**src/rtl/if_fetch.sv**
```systemverilog
// Instruction fetch stage: owns the PC, issues word requests on the instruction bus and
// presents the oldest returned {pc, inst} to IF/ID from a small in-order prefetch buffer.
module if_fetch #(
   parameter logic [31:0] RESET_PC = 32'h0000_0000,
   parameter int unsigned DEPTH    = 2
) (
   input  logic        clk,
   input  logic        rst_n,
   input  logic [5:0]  stall_i,
   input  logic        jump_flag_i,
   input  logic [31:0] jump_addr_i,
   output logic        ibus_req_o,
   output logic [31:0] ibus_addr_o,
   input  logic        ibus_gnt_i,
   input  logic        ibus_rvalid_i,
   input  logic [31:0] ibus_rdata_i,
   output logic [31:0] pc_o,
   output logic [31:0] inst_o,
   output logic        stallreq_o
);

   localparam int unsigned      PTR_W   = (DEPTH > 1) ? $clog2(DEPTH) : 1;
   localparam int unsigned      CNT_W   = PTR_W + 1;
   localparam int unsigned      SUM_W   = CNT_W + 1;
   localparam logic [SUM_W-1:0] DEPTH_S = SUM_W'(DEPTH);
   localparam logic [31:0]      NOP     = 32'h0000_0013;
   localparam logic [31:0]      PC_INIT = {RESET_PC[31:2], 2'b00};

   logic [31:0]      pc_q, pc_d;
   logic [PTR_W-1:0] head_q, head_d;
   logic [CNT_W-1:0] count_q, count_d;   // allocated entries, filled plus pending
   logic [CNT_W-1:0] pend_q, pend_d;     // allocated entries still awaiting data
   logic [CNT_W-1:0] disc_q, disc_d;     // stale responses still to be dropped

   logic [31:0] buf_pc   [DEPTH];
   logic [31:0] buf_inst [DEPTH];

   logic             head_filled;
   logic             pop;
   logic             grant;
   logic             rsp_drop;
   logic             rsp_fill;
   logic [CNT_W-1:0] filled_cnt;
   logic [CNT_W-1:0] owed;
   logic [SUM_W-1:0] credit_used;
   logic [PTR_W-1:0] tail_idx;
   logic [PTR_W-1:0] fill_idx;
   logic             unused_bits;

   // Buffer status, credit check and bus handshake decode
   always_comb begin
      filled_cnt  = count_q - pend_q;
      head_filled = (filled_cnt != '0);
      pop         = ~jump_flag_i & ~stall_i[1] & head_filled;
      credit_used = SUM_W'(count_q) - SUM_W'(pop) + SUM_W'(disc_q);
      ibus_req_o  = rst_n & ~jump_flag_i & (credit_used < DEPTH_S);
      grant       = ibus_req_o & ibus_gnt_i;
      rsp_drop    = ibus_rvalid_i & (disc_q != '0);
      rsp_fill    = ibus_rvalid_i & (disc_q == '0) & (pend_q != '0) & ~jump_flag_i;
      tail_idx    = head_q + PTR_W'(count_q);
      fill_idx    = head_q + PTR_W'(filled_cnt);
      owed        = disc_q + pend_q;
   end

   // Next-state: a redirect empties the buffer and turns pending entries into discards
   always_comb begin
      pc_d    = pc_q;
      head_d  = head_q;
      count_d = count_q;
      pend_d  = pend_q;
      disc_d  = disc_q;
      if (jump_flag_i) begin
         pc_d    = {jump_addr_i[31:2], 2'b00};
         count_d = '0;
         pend_d  = '0;
         disc_d  = owed - CNT_W'(ibus_rvalid_i & (owed != '0));
      end else begin
         if (grant) begin
            pc_d = pc_q + 32'd4;
         end
         head_d  = head_q + PTR_W'(pop);
         count_d = count_q + CNT_W'(grant) - CNT_W'(pop);
         pend_d  = pend_q + CNT_W'(grant) - CNT_W'(rsp_fill);
         disc_d  = disc_q - CNT_W'(rsp_drop);
      end
   end

   always_ff @(posedge clk or negedge rst_n) begin
      if (!rst_n) begin
         pc_q    <= PC_INIT;
         head_q  <= '0;
         count_q <= '0;
         pend_q  <= '0;
         disc_q  <= '0;
      end else begin
         pc_q    <= pc_d;
         head_q  <= head_d;
         count_q <= count_d;
         pend_q  <= pend_d;
         disc_q  <= disc_d;
      end
   end

   // Entry storage: PC written at grant, instruction written at fill
   always_ff @(posedge clk or negedge rst_n) begin
      if (!rst_n) begin
         for (int i = 0; i < int'(DEPTH); i++) begin
            buf_pc[i]   <= '0;
            buf_inst[i] <= NOP;
         end
      end else begin
         if (grant) begin
            buf_pc[tail_idx] <= pc_q;
         end
         if (rsp_fill) begin
            buf_inst[fill_idx] <= ibus_rdata_i;
         end
      end
   end

   assign ibus_addr_o = pc_q;
   assign pc_o        = head_filled ? buf_pc[head_q]   : 32'h0000_0000;
   assign inst_o      = head_filled ? buf_inst[head_q] : NOP;
   assign stallreq_o  = ~head_filled;

   assign unused_bits = ^{stall_i[5:2], stall_i[0], jump_addr_i[1:0]};

endmodule

```
**config.mk**
```make
export PLATFORM = sky130hd
export DESIGN_NAME = if_fetch
export DESIGN_NICKNAME = d
export VERILOG_FILES = /design/src/rtl/if_fetch.sv
export SDC_FILE = /design/constraint.sdc
export NUM_CORES = 1
export LEC_CHECK = 0
export CORE_MARGIN = 2
export CORE_UTILIZATION = 25
export DETAILED_ROUTE_END_ITERATION = 8
export GPL_ROUTABILITY_DRIVEN = 1
export PLACE_DENSITY_LB_ADDON = 0.15
export SLEW_MARGIN = 20
export SYNTH_ARGS = -nofsm -noshare
export SYNTH_HDL_FRONTEND = slang
export SYNTH_SLANG_ARGS = --single-unit
```
**constraint.sdc**
```tcl
create_clock -name clk -period 6.9 [get_ports clk]
set_input_delay 1.38 -clock clk [delete_from_list [all_inputs] [get_ports clk]]
set_output_delay 1.38 -clock clk [all_outputs]
set_load 0.05 [all_outputs]
```
Word-level counts from Yosys, hierarchy flattened
Cells that the tools add are included.
Storage, ports and cells
  bits in registers: 167
  input bits: 75
  logic and storage cells: 72
Cells by class
  add/subtract/negate cells: 14
  order comparisons: 6
  mux-type cells: 19
  bitwise operators: 16
  reduce and logical (&&, ||, !) cells: 8
Operators with widths (count)
  $mux W32: 12
  $bwmux W64: 2
  $demux W32 S1: 2
  $add A32 B3 Y32 const B: 1
  $and A1 B1 Y1: 10
  $reduce_bool A2 Y1: 5
  $sub A2 B1 Y2: 4
  $ge A2 B2 Y1 const B: 3
  $mux W2: 3
  $not A1 Y2: 3
  $add A2 B1 Y2: 2
  $lt A2 B1 Y1 const B: 2
  $add A1 B1 Y1: 3
  $add A3 B2 Y3: 1
  $lt A3 B2 Y1 const B: 1
  $not A1 Y1: 3
  $sub A2 B1 Y3: 1
  $add A2 B2 Y2: 1
  $logic_and A1 B1 Y1: 2
  $logic_not A2 Y1: 1
  $sub A2 B2 Y2: 1

Depth between registers and ports, before layout
Gate-level depths: netlist of run 1.
  word-level depth: 11
  depth in mapped cells: 15

Worst setup path before layout of run 1
Ideal clock, no wire load.
  path kind: input to output
  start point: in jump_flag_i
  end point: out ibus_req_o
  data arrival time: 3.968 ns
  data required time: 5.520 ns
  path slack: 1.552 ns
  stages: 7
  cells stage by stage: clkbuf_1 -> nor3_1 -> ha_1 -> nand2b_1 -> fa_1 -> xnor2_1 -> nor3_1
On the way
  word-level cells in the longest chain between the ends: 7
  elaborated cells on any way between the ends: 8
  classes of those cells: add/sub: 2; order compare: 1; bitwise: 5
RTL lines
  start, declared: RTL line 10  | input logic jump_flag_i,
  $not A1 Y1 *: RTL line 54, 56
  $and A1 B1 Y1 (2 in series): RTL line 54  | pop = ~jump_flag_i & ~stall_i[1] & head_filled;
  $sub A2 B1 Y3: RTL line 55  | credit_used = SUM_W'(count_q) - SUM_W'(pop) + SUM_W'(disc_q);
  $add A3 B2 Y3: RTL line 55
  $lt A3 B2 Y1: RTL line 56  | ibus_req_o = rst_n & ~jump_flag_i & (credit_used < DEPTH_S);
  $and A1 B1 Y1 *: RTL line 56
  end, declared: RTL line 12  | output logic ibus_req_o,
Every way passes the cells marked *; elsewhere a longest branch is shown, timed or not.

Final worst setup path of run 1
  start point: in stall_i[1]
  end point: out ibus_req_o
On the way
  word-level cells in the longest chain between the ends: 7
RTL lines
  start, declared: RTL line 9  | input logic [5:0] stall_i,
  $not A1 Y1: RTL line 54
  $and A1 B1 Y1 (2 in series): RTL line 54
  $sub A2 B1 Y3: RTL line 55
  $add A3 B2 Y3: RTL line 55
  $lt A3 B2 Y1: RTL line 56
  $and A1 B1 Y1: RTL line 56
Every way passes these cells.

==> qor.yml, run 1 <==
status:
  status: "finished, final reports clean"
placed_design:
  portBuffers: 161
  gp_congestion: 0.721
  hpwl_mm: 14.5
  dp.cells: 1209
  placed_area_sq_um: 9960
critical_path:
  r2r_start: "pend_q[1]$_DFF_PN0_"
  critical_path.max_stage_delay_ns: 0.89
  path_buf_inv: 2
  crit_start: "stall_i[1]"
  critical_path_peak_fanout: 3
  end_kind: "output port"
  required_ns: 5.52
  path_delay_family: "buffers and inverters"
  startpoint_type: "input port"
  cp.arrival_ns: 4.38
  worst-setup-path-type: "input port to output port"
  crit_chain: "clkdlybuf4s50_1 -> nor3_1 -> ha_1 -> nand2b_1 -> fa_1 -> xnor2_1 -> nor3_1 -> clkdlybuf4s50_1"
  cp_slowest_cell: "clkdlybuf4s50_1"
sta:
  clock.fmax_mhz: 173
  period_share_pct: 83.5
  final_hold_viol_count: 0
  tightestPinTransition_ns: 0.973
  skew_ns: 0.0154
  period_needed_ns: 5.76
  slew_violations: 0
  whs_ns: 0.485
  tns_ns: 0
  setup_viol: 0
  maxSlewHeadroom_pct: 35.1
  rsz0062_at_grt: "false"
cts:
  cts_tree: "built"
  cts_root_buffer: "clkbuf_16"
  ctsHoldBuffers: 0
  cts_buffer_depth: 2
  clkLatencyLatePin_ns: 0.42
  cts_buffers: 17
  clkTransAtPathRegs_ns: 0.06
  cts.sinks: 161
  htree_num_levels: 4
  post_cts_resized: 0
  post_cts_buffers: 0
cells_and_area:
  stdcell_area_sq_um: 10600
  fin_nets: 912
  drive_above_1_share_pct: 18.1
  fillCellCount: 3162
  syn_to_final_growth_pct: 32.5
  stdcell_count: 1242
synthesis:
  ys_top_cells_by_area: "dfrtp_1, mux2_2, mux2i_1, mux2_1, nor2_1"
  ys_seq_area_share_pct: 50.7
  synth_top_area_cell: "dfrtp_1"
  yosysWarningCount: 0
  ys_async_sr_fraction_pct: 100
  synth_area_sq_um: 7970
  yosysUniqueCellTypes: 55
  ys_ff_latch: 161
  post_synth.cell_area_avg_sq_um: 11.8
  synth-main-ff-cell: "dfrtp_1"
  synth_cells: 677
  synth-edff-count: 0
  synth.top_cell.area_share_pct: 48.7
drt:
  route.detailed.drc: 0
  routed_via_density: 4.64
  dr.first_iter.drc_count: 280
  wl_per_cell_microns: 18.1
  vias: 5766
  final_antenna_net_count: 0
  wl_mm: 22.5
  drtPass1Iterations: 4
pwr:
  swShare_pct: 39.2
  total_power_mw: 3.97
  clockPowerShare_pct: 24.5
  netSwitchingPower_mw: 1.56
  ir_drop_v: 0.000287
  intPower_mw: 2.42
  powerDensity_nw_per_um2: 376
  power_frac_seq_pct: 37.9
  pwr-share-comb_pct: 37.6
  p_leak_nw: 4.58
global_route:
  grt_pass1_wl_mm: 36.2
  grt_max_degree: 63
  antenna_found_initial: 2
  grt_pass1_vias: 6098
  overflow: 0
  grt_use_total_pct: 14.1
die:
  io_pins: 173
  die_h_microns: 182
  dieArea_sq_um: 33300
  start_util_pct: 25.3
  die-width_microns: 182
  core_area_sq_um: 31500
  row_count: 65
job:
  drv_cap: 0
worst_hold_path:
  hp-class: "register to register"
  hold_path_startpoint: "buf_inst[50]$_DFFE_PN0P_"
==> kinds of logic (layout without fill, tap and decap cells) <==
kind of cell	count (synthesis)	in the layout	synth area share, %
mux	190	190	25.8
simple gates	178	178	10.7
flops	161	161	50.7
compound gates	67	67	5.84
buf+inv	55	213	3.47
xor+xnor	14	14	1.63
fa+ha+maj	11	11	1.82
other cells	1	6	0.0471
==> flip-flops by register name (all words and copies together) (netlist names) <==
name         cells
buf_inst        64
count_q          2
pend_q           2
disc_q           2
head_q           1
ibus_addr_o     30
buf_pc          60
==> layout make-up <==
type                    count  area [sq um]  share of cell area, %
flip-flops and latches    161          4040                   38.3
inverters                  11          41.3                  0.391
repair buffers            171          1680                   15.9
clock buffers              18           429                   4.07
multi-input cells         464          3700                   35.0
clock inverters            13           154                   1.46
well taps                 402           503                   4.77
diodes                      2          5.00                 0.0474
==> Yosys cell counts (4+ instances only) <==
master and count:
a21oi_1 4, and3_1 5, buf_2 11, buf_4 9, clkbuf_1 18, dfrtp_1 155
dfstp_2 6, ha_1 10, inv_1 11, mux2_1 34, mux2_2 90, mux2i_1 66
nand2_1 35, nand3_1 14, nand4_1 10, nor2_1 74, nor2b_1 8, nor3_1 5
o211ai_1 8, o21ai_0 23, o311ai_0 10, o31ai_1 4, xnor2_1 8, xor2_1 5
==> cell usage in the layout (no fill, tap or decap), types with 11 or more instances in the layout <==
cell / instances
clkbuf_16: 17
clkdlybuf4s50_1: 159
dfrtp_1: 154
inv_1: 11
mux2_1: 34
mux2_2: 90
mux2i_1: 66
nand2_1: 35
nand3_1: 14
nor2_1: 70
o21ai_0: 23
==> routing by layer <==
metal | vias up | GRT usage (%) | routed length, microns
li1 | 2719 | - | -
met1 | 2939 | 19.6 | 10800
met2 | 96 | 22.8 | 10900
met3 | 12 | 2.04 | 497
met4 | 0 | 3.87 | 254
met5 | - | 0 | 0
==> through the flow <==
| stage | util, % | worst slack, ns |
|---|---|---|
| 2_1_floorplan | - | 1.55 |
| 3_3_place_gp | 31.7 | 1.10 |
| 3_5_place_dp | 31.7 | 1.15 |
| 4_1_cts | 33.5 | 1.14 |
| 5_1_grt | 33.5 | 1.03 |
| 6_report | 33.5 | 1.14 |
==> path summary, 6_finish.rpt <==
| check | endpoint | slack, ns | cells after the start |
|---|---|---|---|
| min in group asynchronous | buf_pc[13]$_DFFE_PN0P_ | 0.91 | 1 |
| min reg2reg | buf_inst[50]$_DFFE_PN0P_ | 0.48 | 1 |
| max | ibus_req_o | 1.14 | 8 |
| max reg2reg | buf_pc[35]$_DFFE_PN0P_ | 2.51 | 13 |
| max in group asynchronous | head_q$_DFFE_PN0N_ | 4.02 | 3 |
| min | buf_inst[50]$_DFFE_PN0P_ | 0.48 | 1 |
==> power groups by stage <==
stage          sequential (mW)  combinational [mW]  clock, mW
2_1_floorplan             1.48                1.03          0
3_3_place_gp              1.53                1.51          0
3_5_place_dp              1.53                1.52          0
4_1_cts                   1.51                1.52       1.01
5_1_grt                   1.56                1.61       1.05
6_report                  1.50                1.49      0.974
No activity file was read; power rests on OpenSTA's default activity.
==> run 2: changes to the inputs <==
==> constraint.sdc (replaced) <==
create_clock -name clk -period 4.7 [get_ports clk]
set_input_delay 0.94 -clock clk [delete_from_list [all_inputs] [get_ports clk]]
set_output_delay 0.94 -clock clk [all_outputs]
set_load 0.05 [all_outputs]
==> run 2 against run 1 <==
Net effect:
- total power rose by 48%
- non-clock buffer count grew 7
- critical path depth unchanged
- sequential cell count unchanged
- worst hold slack worse by 0.17 ns
- sequential share of layout area fell by 0.40 points
- via count is 0.17% higher
- highest routed layer is now met5
- global-route usage is 0.083 points higher
- first-iteration DRC count up 10%
- sequential power grew 42%
- wire length about the same
- critical endpoint unchanged
- core utilization rose by 0.35 points
==> qor.yml, run 2 (synthesized netlist as in run 1, its figures left out) <==
die:
  dieArea_sq_um: 33300
  die_h_microns: 182
  core_area_sq_um: 31500
  start_util_pct: 25.3
  io_pins: 173
  row_count: 65
  die-width_microns: 182
cells_and_area:
  syn_to_final_growth_pct: 33.9
  regMostFlops: "buf_inst"
  final_common_cell: "clkdlybuf4s50_1"
  layout_common_cells: "clkdlybuf4s50_1, dfrtp_1, mux2_2"
  largest_register_ffs: 64
  antenna_cells: 0
  drive_above_1_share_pct: 19.0
  fin_nets: 919
  final_util_pct: 33.9
drt:
  vias: 5776
  drtPass1Iterations: 4
  routed_via_density: 4.63
  final_antenna_net_count: 0
  wl_mm: 22.5
  dr.first_iter.drc_count: 309
  route.detailed.drc: 0
  wl_per_cell_microns: 18.0
critical_path:
  end_kind: "output port"
  crit_start: "stall_i[1]"
  worst-setup-path-type: "input port to output port"
  startpoint_type: "input port"
  critical_path_peak_fanout: 3
  r2r_start: "count_q[0]$_DFF_PN0_"
  required_ns: 3.76
  cp.arrival_ns: 3.20
cts:
  htree_num_levels: 4
  cts_tree: "built"
  cts_buffer_depth: 2
  cts.sinks: 161
  cts_buffers: 17
  ctsHoldBuffers: 0
  post_cts_buffers: 0
  clkLatencyLatePin_ns: 0.44
  clkTransAtPathRegs_ns: 0.07
  post_cts_resized: 0
  cts_root_buffer: "clkbuf_16"
job:
  drv_cap: 0
global_route:
  grt_pass1_wl_mm: 36.2
  overflow: 0
  grt_use_total_pct: 14.1
  antenna_found_initial: 1
  grt_max_degree: 61
  grt_pass1_vias: 6129
pwr:
  total_power_mw: 5.88
  p_leak_nw: 4.64
  powerDensity_nw_per_um2: 552
  ir_drop_v: 0.000219
sta:
  setup_viol: 0
  maxSlewHeadroom_pct: 39.7
  period_share_pct: 88.1
  rsz0062_at_grt: "false"
  clock.fmax_mhz: 241
  tns_ns: 0
  final_hold_viol_count: 0
  period_needed_ns: 4.14
  skew_ns: 0.0190
  slew_violations: 0
  tightestPinTransition_ns: 0.903
placed_design:
  gp_congestion: 0.706
  portBuffers: 161
  hpwl_mm: 15.1
status:
  status: "finished, final reports clean"
worst_hold_path:
  hp-class: "input port to async pin"
run 2: changes by cell type in the layout (fill, tap and decap cells not counted), sizes merged:
cell and change:
inv +1, diode -2, clkinv +1, clkinvlp -1, buf +8, clkdlybuf4s50 -1
run 2: path summary, 6_finish.rpt:
kind | slack (ns) | cells after the start | to
max in group asynchronous | 2.78 | 3 | buf_inst[57]$_DFFE_PN0P_
worst min-delay path | 0.31 | 1 | disc_q[1]$_DFF_PN0_
worst min register to register | 0.49 | 1 | buf_inst[40]$_DFFE_PN0P_
worst max-delay path | 0.56 | 8 | ibus_req_o
worst max register to register | 1.00 | 12 | ibus_addr_o[9]$_DFFE_PN0P_
min in group clk | 0.49 | 1 | buf_inst[40]$_DFFE_PN0P_
run 2: metrics by stage:
stage	hold WS (ns)	setup WS [ns]	cell area, sq um	std cells
after floorplan	0.457	0.232	7980	680
after global placement	0.466	0.506	10100	1216
after detailed placement	0.474	0.461	10100	1216
after CTS	0.289	0.532	10700	1248
after global routing	0.287	0.415	10700	1248
final	0.315	0.557	10700	1248
run 2: routing by layer:
layer	GRT usage (%)	part of all wire, %
met4	3.68	1.1
met5	0	0.058
met3	2.51	2.7
met2	22.8	47
met1	19.6	49
run 2: power breakdown:
group / internal [mW] / total, mW / switching (mW)
clock: 0.804 / 1.45 / 0.646
combinational: 0.960 / 2.30 / 1.34
sequential: 1.82 / 2.13 / 0.312
run 2: layout make-up:
cell class                      instances  area, sq um
Multi-Input combinational cell        464         3700
Inverter                               11         41.3
Sequential cell                       161         4040
Clock inverter                         14          170
Timing Repair Buffer                  178         1780
Clock buffer                           18          429
Tap cell                              402          503
Fill cell                            3185        20800
run 2: worst max-delay path, cell delays in order:
cell	delay (ns)
clkdlybuf4s50_1	0.45
nor3_1	0.25
ha_1	0.27
nand2b_1	0.15
fa_1	0.38
xnor2_1	0.18
nor3_1	0.38
buf_12	0.20
==> run 3: changes to the inputs <==
--- a/config.mk
+++ b/config.mk
@@ -7,8 +7,10 @@
 export LEC_CHECK = 0
 export CORE_MARGIN = 2
 export CORE_UTILIZATION = 25
+export CTS_BUF_LIST = sky130_fd_sc_hd__clkbuf_2 sky130_fd_sc_hd__clkbuf_4 sky130_fd_sc_hd__clkbuf_8
 export DETAILED_ROUTE_END_ITERATION = 8
 export GPL_ROUTABILITY_DRIVEN = 1
+export GPL_TIMING_DRIVEN = 0
 export PLACE_DENSITY_LB_ADDON = 0.15
 export SLEW_MARGIN = 20
 export SYNTH_ARGS = -nofsm -noshare
==> constraint.sdc (replaced) <==
create_clock -name clk -period 4.77 [get_ports clk]
set_input_delay 0.954 -clock clk [delete_from_list [all_inputs] [get_ports clk]]
set_output_delay 0.954 -clock clk [all_outputs]
set_load 0.05 [all_outputs]
==> run 3 against run 2 <==
Net effect:
- combinational power hardly changed
- die area stayed put
- via count is 2.2% higher
- cell count is 2.2% higher
- register-to-register slack worse by 0.29 ns
- critical path type unchanged
- highest routed layer is now met4
==> qor.yml, run 3 (synthesized netlist as in run 1, its figures left out) <==
critical_path:
  critical_path.max_stage_delay_ns: 0.58
  startpoint_type: "input port"
  worst-setup-path-type: "input port to output port"
  crit_chain: "clkdlybuf4s50_1 -> clkbuf_4 -> nor3_4 -> ha_1 -> nand2b_1 -> fa_1 -> xnor2_1 -> nor3_1 -> buf_4"
  critical_path_peak_fanout: 10
  end_kind: "output port"
  cp_slowest_cell: "clkdlybuf4s50_1"
  required_ns: 3.82
  cp.arrival_ns: 3.65
cts:
  cts.sinks: 161
  cts_root_buffer: "clkbuf_8"
  clkLatencyLatePin_ns: 0.47
  post_cts_buffers: 0
  cts_buffers: 17
  ctsHoldBuffers: 0
  cts_buffer_depth: 2
  post_cts_resized: 9
  cts_tree: "built"
  htree_num_levels: 4
  clkTransAtPathRegs_ns: 0.11
placed_design:
  placed_area_sq_um: 10100
  hpwl_mm: 16.3
  portBuffers: 161
  gp_congestion: 0.770
global_route:
  grt_pass1_vias: 6124
  grt_use_total_pct: 14.3
  overflow: 0
  antenna_found_initial: 0
  grt_max_degree: 86
  grt_pass1_wl_mm: 36.3
pwr:
  p_leak_nw: 4.64
  ir_drop_v: 0.000190
  powerDensity_nw_per_um2: 519
cells_and_area:
  antenna_cells: 0
  layout_common_cells: "clkdlybuf4s50_1, dfrtp_1, mux2_2"
  drive_above_1_share_pct: 18.9
  syn_to_final_growth_pct: 32.8
  final_common_cell: "clkdlybuf4s50_1"
  stdcell_area_sq_um: 10600
  regMostFlops: "buf_inst"
  largest_register_ffs: 64
  fin_nets: 947
drt:
  wl_per_cell_microns: 18.1
  wl_mm: 23.1
  routed_via_density: 4.63
  vias: 5905
  route.detailed.drc: 0
  final_antenna_net_count: 0
  dr.first_iter.drc_count: 277
  drtPass1Iterations: 5
sta:
  period_needed_ns: 4.61
  tightestPinTransition_ns: 0.952
  final_hold_viol_count: 0
  setup_viol: 0
  clock.fmax_mhz: 217
  slew_violations: 0
  maxSlewHeadroom_pct: 36.5
  skew_ns: 0.0228
  rsz0062_at_grt: "false"
  whs_ns: 0.466
  period_share_pct: 96.6
worst_hold_path:
  hp-class: "input port to async pin"
die:
  dieArea_sq_um: 33300
  die-width_microns: 182
  io_pins: 173
  start_util_pct: 25.3
  die_h_microns: 182
  core_area_sq_um: 31500
  row_count: 65
status:
  status: "finished, final reports clean"
job:
  drv_cap: 0
-- run 3: worst paths after layout --
path                                               start                           to  slack [ns]  cells past startpoint
worst min register to register  buf_inst[35]$_DFFE_PN0P_     buf_inst[35]$_DFFE_PN0P_        0.49                      1
max in group asynchronous                          rst_n      buf_inst[1]$_DFFE_PN1P_        3.41                      2
min in group clk                buf_inst[35]$_DFFE_PN0P_     buf_inst[35]$_DFFE_PN0P_        0.49                      1
worst min-delay path                               rst_n       buf_pc[49]$_DFFE_PN0P_        0.47                      1
worst max register to register      count_q[0]$_DFF_PN0_  ibus_addr_o[11]$_DFFE_PN0P_        0.71                     13
worst max-delay path                         jump_flag_i                   ibus_req_o        0.16                      9
-- run 3: worst max-delay path: cells and delay by family --
family	cells	cell delay, ns
buffers and inverters	3	1.16
adder cells (fa/ha/maj)	2	0.66
AND/OR/NAND/NOR	3	0.70
XOR/XNOR	1	0.17
-- run 3: report_power, final --
group / switching [mW] / total [mW] / internal [mW]
sequential: 0.266 / 2.06 / 1.79
combinational: 1.37 / 2.31 / 0.943
clock: 0.616 / 1.13 / 0.511
-- run 3: final cells by class --
cell class                      instances  area [sq um]
Clock buffer                           18           248
Tap cell                              402           503
Timing Repair Buffer                  162          1640
Inverter                               11          41.3
Clock inverter                         14           189
Fill cell                            3176         20900
Buffer                                 44           240
Multi-Input combinational cell        464          3680
Sequential cell                       161          4040
-- run 3: routing by layer --
| metal | part of all wire (%) | track usage [%] |
|---|---|---|
| met1 | 47 | 19.5 |
| met5 | 0 | 0 |
| met3 | 3.2 | 2.26 |
| met2 | 48 | 23.3 |
| met4 | 1.4 | 4.19 |
-- run 3: metrics by stage --
step                setup WS (ns)  utilization, %  std cells  power, mW  TNS [ns]
global placement            -5.17            32.1       1243       4.42  -1191.40
detailed placement         -0.881            32.2       1244       4.44    -21.48
finish                      0.162            33.6       1276       5.49         0
global route               0.0306            33.6       1276       5.86         0
floorplan                   0.274               -        680       3.64         0
CTS                        0.0109            33.6       1276       5.60         0
